## src/rtl/game_pkg.sv

```systemverilog
// Shared types and constants for the 3x3 game turn controller.
package game_pkg;

    typedef enum logic [2:0] {
        P1_WAIT,
        P2_WAIT,
        AI_WAIT,
        PLACE,
        CHECK,
        OVER
    } state_e;

    localparam logic PLAYER_1 = 1'b0;
    localparam logic PLAYER_2 = 1'b1;

    localparam int unsigned NUM_CELLS  = 9;
    localparam int unsigned CELL_IDX_W = 4;

    function automatic logic [CELL_IDX_W-1:0] onehot_to_idx(input logic [NUM_CELLS-1:0] oh);
        logic [CELL_IDX_W-1:0] idx;
        idx = '0;
        for (int unsigned i = 0; i < NUM_CELLS; i++) begin
            if (oh[i]) idx = CELL_IDX_W'(i);
        end
        return idx;
    endfunction

endpackage

```

## src/rtl/first_free_cell.sv

```systemverilog
// Combinational priority encoder: lowest-index free cell and an any-free flag.
module first_free_cell
    import game_pkg::*;
(
    input  logic [NUM_CELLS-1:0]  occupied_i,
    output logic [CELL_IDX_W-1:0] idx_o,
    output logic                  any_free_o
);

    always_comb begin
        idx_o      = '0;
        any_free_o = 1'b0;
        for (int unsigned i = 0; i < NUM_CELLS; i++) begin
            if (!any_free_o && !occupied_i[i]) begin
                idx_o      = CELL_IDX_W'(i);
                any_free_o = 1'b1;
            end
        end
    end

endmodule

```

## src/rtl/game_sequencer.sv

```systemverilog
// Turn controller: arbitrates human buttons and the AI engine, emits one
// placement strobe per turn and evaluates end-of-game.
module game_sequencer
    import game_pkg::*;
#(
    parameter int unsigned AI_TIMEOUT = 15,
    parameter int unsigned TMR_W      = 4
) (
    input  logic                  clk,
    input  logic                  reset,
    input  logic [NUM_CELLS-1:0]  btn,
    input  logic                  ai_mode,
    input  logic [NUM_CELLS-1:0]  cell_occupied,
    input  logic                  p1_win,
    input  logic                  p2_win,
    input  logic                  grid_full,
    output logic                  ai_req,
    input  logic                  ai_move_valid,
    input  logic [CELL_IDX_W-1:0] ai_move,
    output logic                  place_valid,
    output logic [CELL_IDX_W-1:0] place_idx,
    output logic                  place_player,
    output logic                  turn_p1,
    output logic                  turn_p2,
    output logic                  game_over,
    output logic                  illegal
);

    state_e                state_q, state_d;
    logic                  player_q, player_d;
    logic [CELL_IDX_W-1:0] idx_q, idx_d;
    logic [NUM_CELLS-1:0]  btn_q;
    logic [TMR_W-1:0]      timer_q, timer_d;
    logic                  illegal_d;

    logic                  ai_req_q, place_valid_q, place_player_q;
    logic                  turn_p1_q, turn_p2_q, game_over_q, illegal_q;

    logic [NUM_CELLS-1:0]  press;
    logic                  multi_press;
    logic                  ai_ok;
    logic [CELL_IDX_W-1:0] ff_idx;
    logic                  any_free;

    first_free_cell u_first_free_cell (
        .occupied_i (cell_occupied),
        .idx_o      (ff_idx),
        .any_free_o (any_free)
    );

    always_comb begin
        press       = btn & ~btn_q;
        multi_press = (press & (press - 1'b1)) != '0;
        ai_ok       = (ai_move < CELL_IDX_W'(NUM_CELLS)) &&
                      ((cell_occupied & (NUM_CELLS'(1) << ai_move)) == '0);
    end

    always_comb begin
        state_d   = state_q;
        player_d  = player_q;
        idx_d     = idx_q;
        timer_d   = '0;
        illegal_d = 1'b0;
        case (state_q)
            P1_WAIT, P2_WAIT: begin
                if (press != '0) begin
                    if (multi_press || ((press & cell_occupied) != '0)) begin
                        illegal_d = 1'b1;
                    end else begin
                        idx_d   = onehot_to_idx(press);
                        state_d = PLACE;
                    end
                end
            end
            AI_WAIT: begin
                timer_d = timer_q + 1'b1;
                // A full board has nothing to place; CHECK routes it to OVER.
                if (!any_free) begin
                    state_d = CHECK;
                end else if (ai_move_valid) begin
                    state_d = PLACE;
                    if (ai_ok) begin
                        idx_d = ai_move;
                    end else begin
                        idx_d     = ff_idx;
                        illegal_d = 1'b1;
                    end
                end else if (timer_q == TMR_W'(AI_TIMEOUT - 1)) begin
                    idx_d   = ff_idx;
                    state_d = PLACE;
                end
            end
            PLACE: state_d = CHECK;
            CHECK: begin
                if (p1_win || p2_win || grid_full) begin
                    state_d = OVER;
                end else if (player_q == PLAYER_1) begin
                    player_d = PLAYER_2;
                    state_d  = ai_mode ? AI_WAIT : P2_WAIT;
                end else begin
                    player_d = PLAYER_1;
                    state_d  = P1_WAIT;
                end
            end
            OVER:    state_d = OVER;
            default: state_d = P1_WAIT;
        endcase
    end

    // Outputs are registered from the next state so they line up with state_q.
    always_ff @(posedge clk) begin
        if (reset) begin
            state_q        <= P1_WAIT;
            player_q       <= PLAYER_1;
            idx_q          <= '0;
            btn_q          <= btn;
            timer_q        <= '0;
            ai_req_q       <= 1'b0;
            place_valid_q  <= 1'b0;
            place_player_q <= 1'b0;
            turn_p1_q      <= 1'b1;
            turn_p2_q      <= 1'b0;
            game_over_q    <= 1'b0;
            illegal_q      <= 1'b0;
        end else begin
            state_q        <= state_d;
            player_q       <= player_d;
            idx_q          <= idx_d;
            btn_q          <= btn;
            timer_q        <= timer_d;
            ai_req_q       <= (state_d == AI_WAIT);
            place_valid_q  <= (state_d == PLACE);
            place_player_q <= (state_d == PLACE) && (player_d == PLAYER_2);
            turn_p1_q      <= (state_d == P1_WAIT) ||
                              (((state_d == PLACE) || (state_d == CHECK)) && (player_d == PLAYER_1));
            turn_p2_q      <= (state_d == P2_WAIT) || (state_d == AI_WAIT) ||
                              (((state_d == PLACE) || (state_d == CHECK)) && (player_d == PLAYER_2));
            game_over_q    <= (state_d == OVER);
            illegal_q      <= illegal_d;
        end
    end

    assign ai_req       = ai_req_q;
    assign place_valid  = place_valid_q;
    assign place_idx    = idx_q;
    assign place_player = place_player_q;
    assign turn_p1      = turn_p1_q;
    assign turn_p2      = turn_p2_q;
    assign game_over    = game_over_q;
    assign illegal      = illegal_q;

endmodule
```

## config.mk

```make
export PLATFORM = sky130hd
export DESIGN_NAME = game_sequencer
export DESIGN_NICKNAME = d
export VERILOG_FILES = /design/src/rtl/game_pkg.sv /design/src/rtl/first_free_cell.sv /design/src/rtl/game_sequencer.sv
export SDC_FILE = /design/constraint.sdc
export NUM_CORES = 1
export LEC_CHECK = 0
export ABC_AREA = 1
export BUFFER_PORTS_ARGS = -buffer_cell sky130_fd_sc_hd__buf_2
export CAP_MARGIN = 10
export CORE_ASPECT_RATIO = 0.8
export CORE_UTILIZATION = 53
export CTS_BUF_LIST = sky130_fd_sc_hd__clkbuf_16
export DETAILED_ROUTE_END_ITERATION = 12
export PLACE_DENSITY = 0.79
export SKIP_CTS_REPAIR_TIMING = 1
export SYNTH_ARGS = -nofsm -noshare
export SYNTH_HDL_FRONTEND = slang
export SYNTH_SLANG_ARGS = --single-unit
```

## constraint.sdc

```tcl
create_clock -name clk -period 1.5 [get_ports clk]
set_input_delay 0.3 -clock clk [delete_from_list [all_inputs] [get_ports clk]]
set_output_delay 0.3 -clock clk [all_outputs]
set_load 0.02 [all_outputs]
```

==> impl_metrics.tcl <==
set metrics [dict create \
    wl_per_cell_um 13.3 \
    cap_violations 0 \
    critPathRequiredTime_ns 1.66 \
    die_h_um 53.3 \
    setup_viol 8 \
    nets 374 \
    hold_viol 0 \
    reg2reg_to "place_idx[0]$_SDFFE_PP0P_" \
    fin_crit_ns 1.65 \
    reg2regPathDepth 13 \
    power_density_nw_per_um2 837 \
    avgViaCountPerCell 5.24 \
    critPathTopFamily "simple AND/OR/NAND/NOR gates" \
    synthCells 273 \
    synth_edf_count 0 \
    netlist_area_um2 1750 \
    first_global_vias 1714 \
    fp.dieW_um 66.2 \
    dp_slack_ns -0.127 \
    clk_pin_slew_ns 0.07 \
    utilization_pct 78.2 \
    reg2reg_slack_ns -0.15 \
    async_reset_ff_share_pct 0 \
    hold_path_class "input pin to flop" \
    cp_cell_sequence "inv_1 > nand3_2 > nand2_1 > nor2_1 > nand2_1 > inv_1 > nand2_2 > nor2_4 > nand3_4 > nand2_4 > nand3_2 > nor2_1 > nor2_1" \
    finalWeightedCongestion 0.882 \
    routed_wl_um 5060 \
    rows 18 \
    worst_pin_slew_ns 0.319 \
    p_seq_share_pct 40.3 \
    hp-start "btn[3]" \
    dp_hpwl_um 3450 \
    status "finished, violations left" \
    synthFlopType "dfxtp_1" \
    syn-num-nets 304 \
    dr.pass1.iters 4 \
    antenna_cells 0 \
    drive_gt1_share_pct 41.6 \
    slowest_delay_ns 0.32 \
    antenna_found_initial 0 \
    yosysMostFrequentCell "nand2_1" \
    htree_levels 1 \
    critPathSlowestCell "dfxtp_1" \
    track_usage_pct 26.7 \
    rsz0062_at_grt "true" \
    crit_path_frequent_cell "nor2_1" \
    drt_iter0_drc 145 \
    area_growth_pct 39.2 \
    maxSlewViolCount 0 \
    via_count 1998 \
    arrival_ns 1.81 \
    crit_buf_inv 2 \
    whs_endpoint "btn_q[3]$_DFF_P_" \
    clkLatencyLatePin_ns 0.26 \
    root_buffer "clkbuf_16" \
    synth_top_area_cell "dfxtp_1" \
    clk_path_buf_depth 2 \
    power.internal_mw 1.38 \
    yosys_warnings 0 \
    hold_depth 1 \
    ir_worst_vdd_v 0.000582 \
    leakage_nw 1.29 \
    p_sw_share_pct 32.2 \
    worst_slack_ns -0.152 \
    pwr-share-clk_pct 29.4 \
    nFillCells 223 \
    p_switching_mw 0.655 \
    ys_seq_area_share_pct 32.1 \
    comb_power_share_pct 30.3 \
    avgSynthCellArea_um2 6.40 \
    worstReg2RegStart "btn_q[8]$_DFF_P_" \
    drtAntennaViolNets 0 \
    core-area_um2 3110 \
    io_pins 40 \
    max_freq_mhz 606 \
    die-area_um2 3530 \
    cts_made_buffers 3 \
    finalClockSkew_ns 0.00685 \
    cts_tree "yes" \
    finalCritPeriodShare_pct 110 \
    grt_pass1_wl_um 7050 \
    portBuffers 39 \
    grt_max_degree 15 \
    worst_setup_path_end_kind "flop" \
    cp-start-kind "flop" \
    synth_top_cell_area_share_pct 32.1 \
    yosysUniqueCellTypes 31 \
    crit_fanout 4 \
    p_total_mw 2.04 \
    synth-seq-cells 28 \
    slew_headroom_pct 78.6 \
    cts.sinks 28 \
    violations "setup timing" \
    drc 0 \
    synth_area_leaders "dfxtp_1 32%, nand2_1 15%, nand3_1 10%" \
    synthTopCellsByCount "71 x nand2_1, 45 x inv_1, 35 x nand3_1" \
    start_util_pct 56.2 \
    overflow 0 \
    worstSetupPathType "flop to flop" \
]
## final cells by class
cell class | instances | area (um2) | area share, %
Multi-Input combinational cell | 192 | 1140 | 47.0
Sequential cell | 28 | 569 | 23.4
Timing Repair Buffer | 66 | 398 | 16.4
Tap cell | 40 | 50.0 | 2.06
Clock buffer | 3 | 75.1 | 3.09
Inverter | 52 | 195 | 8.03
## registers in the layout (all words and copies together), names as in the netlist
| name | cells |
|---|---|
| place_valid | 1 |
| ai_req | 1 |
| turn_p1 | 1 |
| state_q | 3 |
| player_q | 1 |
| timer_q | 4 |
| turn_p2 | 1 |
| place_player | 1 |
| game_over | 1 |
| btn_q | 9 |
| place_idx | 4 |
| illegal | 1 |
## routing by layer
layer | global-route usage (%) | share of wire [%]
met1 | 34.4 | 44
met2 | 46.9 | 49
met3 | 4.74 | 4.7
met4 | 4.96 | 1.8
met5 | 0 | 0
## cell usage in the layout, fill, tap and decap left out, drive strengths merged
cell	instances
o22ai	1
nor3	5
xor2	1
nand2	78
nand4	6
ha	2
clkinv	2
clkbuf	3
nor2	35
o31ai	1
xnor2	1
a21boi	1
o211ai	1
dfxtp	28
inv	50
nand3	40
nand3b	1
a21oi	11
or2	1
o21ai	6
buf	66
o2111ai	1
## power groups by stage
stage	clock network, mW	registers (mW)	logic [mW]
after floorplan	0	0.868	0.274
after global placement	0	0.832	0.507
after detailed placement	0	0.832	0.519
after CTS	0.602	0.816	0.523
after global routing	0.627	0.825	0.677
final	0.599	0.820	0.617
## worst reg2reg max path, delay by kind of cell, from the launching register on
| kind | cells | cell delay, ns |
|---|---|---|
| simple gates | 11 | 1.09 |
| buf+inv | 2 | 0.14 |
| flops | 1 | 0.32 |
## worst max-delay path by stage
stage	from	end	cells after the start
after floorplan	state_q[2]$_SDFF_PP0_	turn_p1$_SDFF_PP1_	8
after global placement	btn[1]	place_idx[2]$_SDFFE_PP0P_	13
after detailed placement	btn[1]	place_idx[2]$_SDFFE_PP0P_	13
after CTS	btn_q[1]$_DFF_P_	place_idx[2]$_SDFFE_PP0P_	13
after global routing	btn_q[7]$_DFF_P_	place_idx[0]$_SDFFE_PP0P_	13
final	btn_q[8]$_DFF_P_	place_idx[0]$_SDFFE_PP0P_	13
## metrics by stage
step           instance area [um2]  instances  hold WS [ns]  TNS (ns)
2_1_floorplan                 1750        273         0.328         0
3_3_place_gp                  2180        377         0.419    -0.589
3_5_place_dp                  2180        377         0.422    -0.801
4_1_cts                       2260        380         0.155    -0.173
5_1_grt                       2430        381         0.178     -1.64
6_report                      2430        381         0.175    -0.557
## cells by family (layout without fill, tap and decap cells)
family | Yosys count | in the layout | share of synthesized area, %
compound gates | 22 | 22 | 7.52
xor+xnor | 2 | 2 | 1.00
fa+ha+maj | 2 | 2 | 1.43
buf+inv | 53 | 121 | 11.5
flops | 28 | 28 | 32.1
simple gates | 166 | 166 | 46.5
No activity file was read; power rests on OpenSTA's default activity.
